===== src/rtl/operand_fetch_if.sv =====
// Bundles the instruction, writeback, register-file and operand buses of operand_fetch.
// The master modport is the surrounding pipeline and register file; the slave is the sequencer.
`timescale 1ns/1ps
interface operand_fetch_if #(
  parameter int unsigned WIDTH  = 16,
  parameter int unsigned ADDR_W = 4
);
  logic              instr_valid;
  logic              instr_ready;
  logic [ADDR_W-1:0] instr_rs1;
  logic [ADDR_W-1:0] instr_rs2;
  logic [ADDR_W-1:0] instr_rd;

  logic              wb_valid;
  logic              wb_ready;
  logic [ADDR_W-1:0] wb_addr;
  logic [WIDTH-1:0]  wb_data;

  logic              rf_en;
  logic              rf_r_or_w;
  logic [ADDR_W-1:0] rf_addr;
  logic [WIDTH-1:0]  rf_wdata;
  logic [WIDTH-1:0]  rf_rdata;

  logic              op_valid;
  logic              op_ready;
  logic [WIDTH-1:0]  op_a;
  logic [WIDTH-1:0]  op_b;
  logic [ADDR_W-1:0] op_rd;

  modport master (
    output instr_valid, instr_rs1, instr_rs2, instr_rd,
    input  instr_ready,
    output wb_valid, wb_addr, wb_data,
    input  wb_ready,
    input  rf_en, rf_r_or_w, rf_addr, rf_wdata,
    output rf_rdata,
    input  op_valid, op_a, op_b, op_rd,
    output op_ready
  );

  modport slave (
    input  instr_valid, instr_rs1, instr_rs2, instr_rd,
    output instr_ready,
    input  wb_valid, wb_addr, wb_data,
    output wb_ready,
    output rf_en, rf_r_or_w, rf_addr, rf_wdata,
    input  rf_rdata,
    output op_valid, op_a, op_b, op_rd,
    input  op_ready
  );
endinterface


===== src/rtl/operand_fetch.sv =====
// Serialises writebacks and two-operand reads onto a single-port register file and hands the
// captured operands to execute over a valid/ready handshake.
`timescale 1ns/1ps
module operand_fetch #(
  parameter int unsigned WIDTH  = 16,
  parameter int unsigned ADDR_W = 4
) (
  input logic           clk,
  input logic           rst,
  operand_fetch_if.slave bus
);

  typedef enum logic [1:0] {StIdle, StReadA, StReadB, StHold} state_e;

  state_e            state_q, state_d;
  logic [ADDR_W-1:0] rs1_q, rs1_d;
  logic [ADDR_W-1:0] rs2_q, rs2_d;
  logic [ADDR_W-1:0] op_rd_q, op_rd_d;
  logic [WIDTH-1:0]  op_a_q, op_a_d;
  logic [WIDTH-1:0]  op_b_q, op_b_d;

  logic              wb_go;
  logic              rf_en, rf_r_or_w;
  logic [ADDR_W-1:0] rf_addr;
  logic [WIDTH-1:0]  rf_wdata;
  logic              instr_ready, wb_ready, op_valid;

  always_comb begin
    state_d     = state_q;
    rs1_d       = rs1_q;
    rs2_d       = rs2_q;
    op_rd_d     = op_rd_q;
    op_a_d      = op_a_q;
    op_b_d      = op_b_q;
    wb_go       = 1'b0;
    rf_en       = 1'b0;
    rf_r_or_w   = 1'b0;
    rf_addr     = '0;
    rf_wdata    = '0;
    instr_ready = 1'b0;
    wb_ready    = 1'b0;
    op_valid    = 1'b0;

    unique case (state_q)
      StIdle: begin
        if (bus.wb_valid) begin
          // Writeback beats a simultaneous instruction; no write may escape while in reset.
          wb_go = !rst;
        end else begin
          instr_ready = 1'b1;
          if (bus.instr_valid) begin
            rs1_d   = bus.instr_rs1;
            rs2_d   = bus.instr_rs2;
            op_rd_d = bus.instr_rd;
            state_d = StReadA;
          end
        end
      end
      StReadA: begin
        rf_en   = 1'b1;
        rf_addr = rs1_q;
        op_a_d  = bus.rf_rdata;
        if (rs1_q == rs2_q) begin
          op_b_d  = bus.rf_rdata;
          state_d = StHold;
        end else begin
          state_d = StReadB;
        end
      end
      StReadB: begin
        rf_en   = 1'b1;
        rf_addr = rs2_q;
        op_b_d  = bus.rf_rdata;
        state_d = StHold;
      end
      StHold: begin
        op_valid = 1'b1;
        if (bus.wb_valid) begin
          wb_go = 1'b1;
          // A transfer this cycle carries the pre-write values, so only bypass when stalled.
          if (!bus.op_ready) begin
            if (bus.wb_addr == rs1_q) op_a_d = bus.wb_data;
            if (bus.wb_addr == rs2_q) op_b_d = bus.wb_data;
          end
        end
        if (bus.op_ready) state_d = StIdle;
      end
    endcase

    if (wb_go) begin
      wb_ready  = 1'b1;
      rf_en     = 1'b1;
      rf_r_or_w = 1'b1;
      rf_addr   = bus.wb_addr;
      rf_wdata  = bus.wb_data;
    end
  end

  always_ff @(posedge clk or posedge rst) begin
    if (rst) begin
      state_q <= StIdle;
      rs1_q   <= '0;
      rs2_q   <= '0;
      op_rd_q <= '0;
      op_a_q  <= '0;
      op_b_q  <= '0;
    end else begin
      state_q <= state_d;
      rs1_q   <= rs1_d;
      rs2_q   <= rs2_d;
      op_rd_q <= op_rd_d;
      op_a_q  <= op_a_d;
      op_b_q  <= op_b_d;
    end
  end

  assign bus.rf_en       = rf_en;
  assign bus.rf_r_or_w   = rf_r_or_w;
  assign bus.rf_addr     = rf_addr;
  assign bus.rf_wdata    = rf_wdata;
  assign bus.instr_ready = instr_ready;
  assign bus.wb_ready    = wb_ready;
  assign bus.op_valid    = op_valid;
  assign bus.op_a        = op_a_q;
  assign bus.op_b        = op_b_q;
  assign bus.op_rd       = op_rd_q;

endmodule


===== src/flat_wrapper.sv =====
// flat-port wrapper written by rule: the top's interface ports become plain ports
module operand_fetch_flat 
#(
  parameter int unsigned WIDTH  = 16,
  parameter int unsigned ADDR_W = 4
)
  (clk, rst, bus_instr_valid, bus_instr_rs1, bus_instr_rs2, bus_instr_rd, bus_instr_ready, bus_wb_valid, bus_wb_addr, bus_wb_data, bus_wb_ready, bus_rf_en, bus_rf_r_or_w, bus_rf_addr, bus_rf_wdata, bus_rf_rdata, bus_op_valid, bus_op_a, bus_op_b, bus_op_rd, bus_op_ready);
  operand_fetch_if #(.WIDTH(WIDTH), .ADDR_W(ADDR_W)) bus_i ();
  input logic clk;
  input logic rst;
  input wire logic [$bits(bus_i.instr_valid)-1:0] bus_instr_valid;
  input wire logic [$bits(bus_i.instr_rs1)-1:0] bus_instr_rs1;
  input wire logic [$bits(bus_i.instr_rs2)-1:0] bus_instr_rs2;
  input wire logic [$bits(bus_i.instr_rd)-1:0] bus_instr_rd;
  output wire logic [$bits(bus_i.instr_ready)-1:0] bus_instr_ready;
  input wire logic [$bits(bus_i.wb_valid)-1:0] bus_wb_valid;
  input wire logic [$bits(bus_i.wb_addr)-1:0] bus_wb_addr;
  input wire logic [$bits(bus_i.wb_data)-1:0] bus_wb_data;
  output wire logic [$bits(bus_i.wb_ready)-1:0] bus_wb_ready;
  output wire logic [$bits(bus_i.rf_en)-1:0] bus_rf_en;
  output wire logic [$bits(bus_i.rf_r_or_w)-1:0] bus_rf_r_or_w;
  output wire logic [$bits(bus_i.rf_addr)-1:0] bus_rf_addr;
  output wire logic [$bits(bus_i.rf_wdata)-1:0] bus_rf_wdata;
  input wire logic [$bits(bus_i.rf_rdata)-1:0] bus_rf_rdata;
  output wire logic [$bits(bus_i.op_valid)-1:0] bus_op_valid;
  output wire logic [$bits(bus_i.op_a)-1:0] bus_op_a;
  output wire logic [$bits(bus_i.op_b)-1:0] bus_op_b;
  output wire logic [$bits(bus_i.op_rd)-1:0] bus_op_rd;
  input wire logic [$bits(bus_i.op_ready)-1:0] bus_op_ready;
  assign bus_i.instr_valid = bus_instr_valid;
  assign bus_i.instr_rs1 = bus_instr_rs1;
  assign bus_i.instr_rs2 = bus_instr_rs2;
  assign bus_i.instr_rd = bus_instr_rd;
  assign bus_instr_ready = bus_i.instr_ready;
  assign bus_i.wb_valid = bus_wb_valid;
  assign bus_i.wb_addr = bus_wb_addr;
  assign bus_i.wb_data = bus_wb_data;
  assign bus_wb_ready = bus_i.wb_ready;
  assign bus_rf_en = bus_i.rf_en;
  assign bus_rf_r_or_w = bus_i.rf_r_or_w;
  assign bus_rf_addr = bus_i.rf_addr;
  assign bus_rf_wdata = bus_i.rf_wdata;
  assign bus_i.rf_rdata = bus_rf_rdata;
  assign bus_op_valid = bus_i.op_valid;
  assign bus_op_a = bus_i.op_a;
  assign bus_op_b = bus_i.op_b;
  assign bus_op_rd = bus_i.op_rd;
  assign bus_i.op_ready = bus_op_ready;
  operand_fetch #(.WIDTH(WIDTH), .ADDR_W(ADDR_W)) u_core (.clk(clk), .rst(rst), .bus(bus_i));
endmodule

===== config.mk =====
export PLATFORM = sky130hd
export DESIGN_NAME = operand_fetch_flat
export DESIGN_NICKNAME = d
export VERILOG_FILES = /design/src/rtl/operand_fetch_if.sv /design/src/rtl/operand_fetch.sv /design/src/flat_wrapper.sv
export SDC_FILE = /design/constraint.sdc
export NUM_CORES = 1
export LEC_CHECK = 0
export CORE_ASPECT_RATIO = 2
export CORE_MARGIN = 5
export CORE_UTILIZATION = 40
export CTS_CLUSTER_DIAMETER = 40
export DETAILED_ROUTE_END_ITERATION = 7
export PLACE_DENSITY = 0.78
export SLEW_MARGIN = 20
export SYNTH_ARGS = -nofsm -noshare
export SYNTH_HDL_FRONTEND = slang
export SYNTH_SLANG_ARGS = --single-unit

===== constraint.sdc =====
create_clock -name clk -period 4.31 [get_ports clk]
set_clock_uncertainty 0.15 [all_clocks]
set_input_delay 0.431 -clock clk [delete_from_list [all_inputs] [get_ports clk]]
set_output_delay 0.431 -clock clk [all_outputs]
set_load 0.1 [all_outputs]

### Word-level counts from Yosys, hierarchy flattened

Cells that the tools add are included.

* bitwise operators: 1
* eq/ne operators: 14
* muxes and demuxes: 26
* reductions and logical operators: 9

Operator list (count)
* 16-bit 2-to-1 mux: 8
* 16-bit case mux with 3 select lines: 1
* 16-bit case mux with 2 select lines: 1
* 4-bit equality test: 3
* 2-bit inequality test (second input constant): 5
* 1-bit 2-to-1 mux: 9
* 2-bit case mux with 4 select lines: 1
* 4-bit case mux with 2 select lines: 1
* 2-bit 2-to-1 mux: 3
* 2-bit by 1-bit inequality test with 1-bit output (second input constant): 3
* 3-bit AND reduction: 2
* 5-bit AND reduction: 1
* 2-bit equality test (second input constant): 2
* 4-bit 2-to-1 mux: 1
* 4-bit AND reduction: 1
* 3-bit nonzero test: 1
* 2-bit by 1-bit equality test with 1-bit output (second input constant): 1
* 2-bit logical NOT: 1
* 1-bit case mux with 2 select lines: 1
* 2-bit nonzero test: 1
* 2-bit OR reduction: 1
* 1-bit logical NOT: 1
* 1-bit inverter: 1

* logic and storage cells: 56
* output and inout bits: 61
* bits of input ports: 53
* register bits after elaboration: 46

### Depth between registers and ports, before layout

Gate-level depths: netlist of the first run.

* depth after elaboration: 5
* gate-level depth with buffers: 7
* mapped depth without buffers: 6

### Least setup slack after synthesis of the first run

Ideal clock, no wire load.

* kind: register to output
* start point: register u_core.state_q[0]
* end point: output bus_rf_wdata[10]
* slack: 0.149 ns
* required time: 3.729 ns
* stages on the path, launching flop included: 6
* arrival time: 3.580 ns
* cells stage by stage: dfrtp_1 > ha_1 > o21ai_0 > nor2_1 > clkbuf_1 > and2_1

* word-level cells in the longest chain between the ends: 3

RTL lines
* from (decl): line operand_fetch.sv:15 `state_e state_q, state_d;`
* from (signal assigned): line operand_fetch.sv:101 `state_q <= StIdle;`
* from (signal assigned): line operand_fetch.sv:108 `state_q <= state_d;`
* 2-bit equality test or 2-bit logical NOT (tied branches): line operand_fetch.sv:44 `unique case (state_q)`
* 1-bit case mux with 2 select lines (*): line operand_fetch.sv:44
* 16-bit 2-to-1 mux (*): line operand_fetch.sv:90 `if (wb_go) begin`
* to (decl): line flat_wrapper.sv:23 `output wire logic [$bits(bus_i.rf_wdata)-1:0] bus_rf_wdata;`

Every way passes the cells marked *; elsewhere a longest branch is shown, timed or not.

### Final worst setup path of the first run

* start point: register u_core.state_q[0]
* end point: output bus_instr_ready

* word-level cells in the longest chain between the ends: 2

RTL lines
* 2-bit logical NOT: line operand_fetch.sv:44
* 1-bit 2-to-1 mux: line operand_fetch.sv:44
* to (decl): line flat_wrapper.sv:15 `output wire logic [$bits(bus_i.instr_ready)-1:0] bus_instr_ready;`

Every way passes these cells.

==> impl_metrics.json, run 1 <==
{
  "outcome": "completed",
  "ys_seq_elements": 46,
  "via_per_inst": 5.07,
  "r2r_start": "u_core.rs2_q[0]",
  "cts-root-buf": "clkbuf_16",
  "path_delay_family": "buffers and inverters",
  "reg2regPathDepth": 5,
  "synth_area_um2": 2430,
  "max_cap_viol_count": 0,
  "grt_pass1_wl_mm": 10.4,
  "fin_crit_sh": 0.680,
  "fin_crit_ns": 2.93,
  "endpoint": "bus_instr_ready",
  "reg2reg_to": "u_core.bus.op_b[10]",
  "reg2reg_slack_ns": 1.94,
  "dr_wl_met2_mm": 4.05,
  "yosys-top-cells-count": "mux2_2 (50), dfrtp_1 (46), and2_1 (16), mux2_4 (10), xnor2_1 (9)",
  "final-setup-viol-count": 0,
  "drt_iter0_drc": 60,
  "area_delta_synth_final_pct": 62.5,
  "setup_tns_ns": 0,
  "critPathKind": "reg -> out",
  "design.core.area_um2": 5960,
  "grt-ovfl-total": 0,
  "antenna_found_initial": 0,
  "synth_nets": 241,
  "drive_above_1_share": 0.323,
  "async_reset_ff_frac": 1.00,
  "io_pins": 114,
  "yosysTopAreaCell": "dfrtp_1",
  "dieWidth_um": 65.1,
  "htreeDepth": 2,
  "cp_num_buf_inv": 2,
  "hold_viol_final": 0,
  "worst-path-max-fanout": 5,
  "nets": 354,
  "drcViolationCount": 0,
  "cts_made_buffers": 5,
  "ys_seq_area_frac": 0.473,
  "cp.depth": 4,
  "synth_area_per_cell_um2": 13.3,
  "cts.repair.resized": 0,
  "grt_usage": 0.177,
  "start_kind": "flop",
  "wl_per_cell_um": 18.5,
  "ant_nets": 0,
  "synth_cells": 183,
  "firstDrtPassIters": 3,
  "synth_edf_count": 0,
  "ys_warn_count": 0,
  "via_count": 1824,
  "synth.distinct_cells": 30,
  "highest_layer": "met4",
  "worstPathRequired_ns": 3.73,
  "slew_violations": 0,
  "wl_met1_mm": 2.19,
  "cp_slowest_cell": "clkdlybuf4s50_1",
  "die-height_um": 120,
  "final_util": 0.663,
  "synth_flop_cell": "dfrtp_1",
  "fmax_ghz": 0.341,
  "crit_chain": "inv_1, ha_1, nor2b_1, clkdlybuf4s50_1",
  "hpwl_mm": 5.29,
  "start_util": 0.408,
  "synth.most_common_cell": "mux2_2",
  "cts_setup_buffers": 0,
  "critPathArrivalTime_ns": 2.35,
  "first_global_vias": 2077,
  "relSlewSlack": 0.316,
  "hold_buffers": 0,
  "worst_slew_pin_slew_ns": 1.02,
  "synthTopCellsByArea": "dfrtp_1 (47%), mux2_2 (23%), mux2_4 (6.2%)",
  "synth_top_area_frac": 0.473,
  "cts.clk_slew.worst_paths_ns": 0.06,
  "rows": 40,
  "grt_max_degree": 47,
  "rsz0062_at_grt": "no",
  "min_path_type": "reg -> reg",
  "clock_tree.buffer_depth": 2,
  "critPathMaxStageDelay_ns": 1.15,
  "critPathLaunch": "u_core.state_q[0]",
  "clock_latency_ns": 0.28,
  "worstSetupEndpointType": "output pin",
  "routabilityCongestion": 0.770,
  "cts_tree": "yes",
  "port_buffers": 113,
  "wl_met3_um": 298,
  "dieArea_um2": 7830,
  "clock-sinks": 46,
  "wirelength_mm": 6.64,
  "diodes": 0
}
-- layout by cell type (no fill, tap or decap), drive strengths merged, types with 3 or more instances in the layout --
master	n
nor2b	3
dfrtp	46
mux2	60
xnor2	9
clkdlybuf4s50	89
inv	5
and2	16
ha	5
a22o	8
buf	27
xor2	3
clkbuf	7
-- how the worst min path moves through the flow --
stage,start,cells after the start,endpoint,slack (ns)
after global routing,u_core.bus.op_rd[3],1,u_core.bus.op_rd[3],0.36
after CTS,u_core.bus.op_rd[3],1,u_core.bus.op_rd[3],0.36
after detailed placement,u_core.bus.op_rd[3],1,u_core.bus.op_rd[3],0.34
after floorplan,u_core.state_q[0],1,u_core.state_q[0],0.39
final,u_core.bus.op_b[7],1,u_core.bus.op_b[7],0.35
after global placement,u_core.bus.op_rd[1],1,u_core.bus.op_rd[1],0.34
-- registers in the layout, indices dropped and copies added (netlist names) --
signal / flops
u_core.bus.op_b: 16
u_core.state_q: 2
u_core.rs1_q: 4
u_core.bus.op_rd: 4
u_core.rs2_q: 4
u_core.bus.op_a: 16
-- cell families after synthesis --
family                     Yosys count  share of synthesized area
and+or+nand+nor                     29                     0.0726
AOI/OAI and AO/OA                   16                     0.0530
muxes                               60                      0.293
xor gates and xnor gates            12                     0.0432
buffers and inverters               15                     0.0386
DFF                                 46                      0.473
adders and majority gates            5                     0.0257
-- through the flow --
stage,cell area (um2),hold slack (ns),setup WS (ns),instances
2_1_floorplan,2430,0.389,0.149,183
3_3_place_gp,3800,0.338,1.46,352
3_5_place_dp,3800,0.341,1.45,352
4_1_cts,3950,0.355,1.38,360
5_1_grt,3950,0.362,1.28,360
6_report,3950,0.353,1.38,360
-- final cells by class --
type / count / area, um2
fill: 450 / 2000
timing repair buffer: 116 / 1370
multi-input combinational: 122 / 1190
sequential: 46 / 1150
clock buffer: 7 / 143
tap: 63 / 78.8
inverter: 5 / 18.8
clock inverter: 1 / 5.00
-- layer usage --
| layer | up-vias | GRT usage |
|---|---|---|
| li1 | 864 | - |
| met1 | 898 | 0.173 |
| met2 | 56 | 0.359 |
| met3 | 6 | 0.0251 |
| met4 | 0 | 0.0597 |
| met5 | - | 0 |
Power of run 1 is not shown: default switching activity piles up to over one toggle a cycle in this logic, so the estimate is an artifact.
==> inputs of run 2 (changes only) <==
==> constraint.sdc (replaced) <==
create_clock -name clk -period 3 [get_ports clk]
set_clock_uncertainty 0.15 [all_clocks]
set_input_delay 0.3 -clock clk [delete_from_list [all_inputs] [get_ports clk]]
set_output_delay 0.3 -clock clk [all_outputs]
set_load 0.1 [all_outputs]
==> run 2 against run 1 <==
Flip-flop and latch count unchanged. Hold slack better by 0.0020 ns. Clock-buffer cell count unchanged. Via count up 1.3%.
==> impl_metrics.json, run 2 (synthesis results as in run 1) <==
{
  "htreeDepth": 2,
  "routabilityCongestion": 0.826,
  "cts.clk_slew.worst_paths_ns": 0.06,
  "firstDrtPassIters": 4,
  "cts-root-buf": "clkbuf_16",
  "dieWidth_um": 65.1,
  "wl_met3_um": 416,
  "hold_buffers": 0,
  "start_util": 0.408,
  "rsz0062_at_grt": "no",
  "grt-ovfl-total": 0,
  "hpwl_mm": 5.01,
  "wl_per_cell_um": 17.3,
  "via_count": 1847,
  "drt_iter0_drc": 38,
  "clock_tree.buffer_depth": 2,
  "antenna_found_initial": 0,
  "die-height_um": 120,
  "fin_crit_sh": 0.923,
  "worst-path-max-fanout": 18,
  "drive_above_1_share": 0.483,
  "fin_area_um2": 3880,
  "wirelength_mm": 6.20,
  "place_ws_ns": 0.279,
  "cts_made_buffers": 5,
  "diodes": 0,
  "fillers": 477,
  "highest_layer": "met4",
  "clock-sinks": 46,
  "cts_setup_buffers": 0,
  "final_common_cell": "clkdlybuf4s50_1",
  "dr_wl_met2_mm": 3.52,
  "ant_nets": 0,
  "critPathKind": "reg -> out",
  "final-setup-viol-count": 0,
  "critPathArrivalTime_ns": 2.32,
  "area_delta_synth_final_pct": 59.6,
  "grt_usage": 0.157,
  "io_pins": 114,
  "worst_slew_pin_slew_ns": 0.930,
  "dieArea_um2": 7830,
  "cts.repair.resized": 0,
  "min_path_type": "reg -> reg",
  "worstPathRequired_ns": 2.55,
  "cts_tree": "yes",
  "design.core.area_um2": 5960,
  "hold_viol_final": 0,
  "placed_area_um2": 3720,
  "via_per_inst": 5.14,
  "rows": 40,
  "drcViolationCount": 0,
  "wl_met1_mm": 2.20,
  "start_kind": "flop",
  "relSlewSlack": 0.380,
  "first_global_vias": 2037,
  "outcome": "completed",
  "fmax_ghz": 0.361,
  "port_buffers": 113,
  "final_cell_mix": "clkdlybuf4s50_1 (52), mux2_2 (50), dfrtp_1 (46)",
  "layout_setup_ws_ns": 0.230,
  "grt_pass1_wl_mm": 9.67,
  "worstSetupEndpointType": "output pin",
  "nets": 353,
  "grt_max_degree": 47,
  "slew_violations": 0,
  "fin_crit_ns": 2.77,
  "max_cap_viol_count": 0,
  "clock_latency_ns": 0.28
}
==> run 2: cell types whose count changed in the layout (fill, tap and decap cells not counted), moves of 8 or more <==
cell,previous run,this run
clkdlybuf4s50_1,89,52
buf_4,5,41
and2_1,16,8
and2_2,0,8
==> run 2: path summary, 6_finish.rpt <==
kind | from | endpoint | slack [ns] | cells after the start
worst max-delay path | u_core.state_q[0] | bus_rf_wdata[4] | 0.23 | 8
worst min-delay path | u_core.bus.op_a[10] | u_core.bus.op_a[10] | 0.35 | 1
worst max register to register | u_core.rs2_q[3] | u_core.bus.op_b[8] | 0.65 | 5
worst min register to register | u_core.bus.op_a[10] | u_core.bus.op_a[10] | 0.35 | 1
max in group asynchronous | rst | u_core.bus.op_a[8] | 1.87 | 2
min in group asynchronous | rst | u_core.bus.op_a[14] | 0.36 | 2
==> run 2: layout make-up <==
type	instances	area, um2	area share
multi-input cells	122	1200	0.309
flip-flops and latches	46	1150	0.297
well taps	63	78.8	0.0203
inverters	5	20.0	0.00516
repair buffers	115	1270	0.327
clock inverters	1	8.76	0.00226
clock buffers	7	153	0.0393
==> run 2: through the flow <==
step                TNS (ns)  hold slack, ns   util  std cells
finish                     0           0.355  0.652        359
global route               0           0.364  0.652        359
CTS                        0           0.359  0.651        359
detailed placement         0           0.344  0.624        351
global placement           0           0.339  0.624        351
floorplan             -0.159           0.300      -        183
==> run 2: critical path, stage by stage (launching register included) <==
cell and delay (ns):
dfrtp_1 0.44, inv_1 0.14, ha_1 0.19, nor2b_1 0.13, o21ai_0 0.10, nor2_1 0.33, buf_4 0.31, and2_1 0.21
buf_12 0.18
==> run 2: metal layers <==
metal	track usage	vias to the layer above
li1	-	867
met1	0.163	897
met2	0.306	79
met3	0.0288	4
met4	0.0519	0
met5	0	-
Power of run 2 is left out for the same reason.
==> inputs of run 3 (changes only) <==
==> constraint.sdc (replaced) <==
create_clock -name clk -period 2.9 [get_ports clk]
set_clock_uncertainty 0.15 [all_clocks]
set_input_delay 0.29 -clock clk [delete_from_list [all_inputs] [get_ports clk]]
set_output_delay 0.29 -clock clk [all_outputs]
set_load 0.1 [all_outputs]
==> run 3 against run 2 <==
Register-to-register slack worse by 0.12 ns. Die area stayed put. Flip-flop and latch count stayed put. Sequential share of layout area hardly changed. Non-clock buffer count is 2 higher. Hold slack worse by 0.17 ns. Core utilization is 0.063 points higher. Clock-buffer cell count is 1 lower. Final cell count is 0.56% higher. Largest cell class unchanged.
==> impl_metrics.json, run 3 (synthesis results as in run 1) <==
{
  "wl_per_cell_um": 17.1,
  "clock-sinks": 46,
  "nets": 355,
  "relSlewSlack": 0.372,
  "cts.clk_slew.worst_paths_ns": 0.06,
  "fmax_ghz": 0.393,
  "cp_num_buf_inv": 3,
  "ant_nets": 0,
  "rsz0062_at_grt": "no",
  "via_count": 1832,
  "path_delay_family": "buffers and inverters",
  "clock_latency_ns": 0.28,
  "hold_viol_final": 0,
  "critPathLaunch": "u_core.state_q[0]",
  "diodes": 0,
  "cp_slowest_cell": "dfrtp_1",
  "cts_tree": "yes",
  "worstSetupEndpointType": "output pin",
  "drcViolationCount": 0,
  "cts_made_buffers": 5,
  "clock_tree.buffer_depth": 2,
  "outcome": "completed",
  "grt_pass1_wl_mm": 9.49,
  "die-height_um": 120,
  "dieWidth_um": 65.1,
  "firstDrtPassIters": 4,
  "hold_buffers": 0,
  "antenna_found_initial": 0,
  "start_kind": "flop",
  "multi_input_area_um2": 1200,
  "worstPathRequired_ns": 2.46,
  "wirelength_mm": 6.16,
  "design.core.area_um2": 5960,
  "fillers": 472,
  "grt-ovfl-total": 0,
  "final_cell_mix": "clkdlybuf4s50_1 (52), mux2_2 (50), dfrtp_1 (46)",
  "critPathKind": "reg -> out",
  "routabilityCongestion": 0.812,
  "cts.repair.resized": 0,
  "final_common_cell": "clkdlybuf4s50_1",
  "r2r_start": "u_core.state_q[1]",
  "final-setup-viol-count": 0,
  "worst_slew_pin_slew_ns": 0.941,
  "rows": 40,
  "port_buffers": 113,
  "hpwl_mm": 4.96,
  "worst-path-max-fanout": 18,
  "start_util": 0.408,
  "seqCellArea_um2": 1150,
  "fin_crit_sh": 0.878,
  "cts_setup_buffers": 0,
  "slew_violations": 0,
  "area_delta_synth_final_pct": 59.8,
  "min_path_type": "in -> async",
  "final_util": 0.652,
  "first_global_vias": 1960,
  "fin_area_um2": 3880,
  "htreeDepth": 2,
  "via_per_inst": 5.07,
  "max_cap_viol_count": 0,
  "critPathArrivalTime_ns": 2.10,
  "grt_usage": 0.156,
  "critPathMaxStageDelay_ns": 0.44,
  "placed_area_um2": 3730,
  "crit_chain": "inv_1, ha_1, nor2b_1, o21ai_0, nor2_1, buf_4, and2_2, buf_12",
  "drt_iter0_drc": 37,
  "dieArea_um2": 7830,
  "io_pins": 114,
  "cts-root-buf": "clkbuf_16",
  "grt_max_degree": 31,
  "fin_crit_ns": 2.54,
  "drive_above_1_share": 0.487
}
[run 3: path summary, 6_finish.rpt]
check	end	slack, ns	depth (start not counted)
worst max register to register	u_core.bus.op_b[5]	0.53	4
worst max-delay path	bus_rf_wdata[9]	0.36	8
min in group clk	u_core.bus.op_b[15]	0.36	1
worst min-delay path	u_core.state_q[1]	0.18	2
worst min register to register	u_core.bus.op_b[15]	0.36	1
max in group asynchronous	u_core.bus.op_b[6]	1.70	3
[run 3: area by class of cell]
type,instances,area share
repair buffers,117,0.330
clock buffers,6,0.0357
well taps,63,0.0203
flip-flops and latches,46,0.296
inverters,5,0.00483
multi-input cells,122,0.309
clock inverters,2,0.00322
[run 3: metal layers]
layer  global-route usage  part of all wire
met5                    0                 0
met4               0.0545             0.017
met3               0.0344             0.074
met2                0.297              0.56
met1                0.164              0.35
[run 3: through the flow]
| step | setup TNS (ns) | setup slack (ns) | instances | hold WS, ns |
|---|---|---|---|---|
| 4_1_cts | 0 | 0.346 | 361 | 0.195 |
| 5_1_grt | 0 | 0.230 | 361 | 0.219 |
| 2_1_floorplan | -0.249 | -0.249 | 183 | 0.290 |
| 3_3_place_gp | 0 | 0.258 | 353 | 0.339 |
| 3_5_place_dp | 0 | 0.223 | 353 | 0.346 |
| 6_report | 0 | 0.355 | 361 | 0.182 |
Power of run 3 is left out for the same reason.
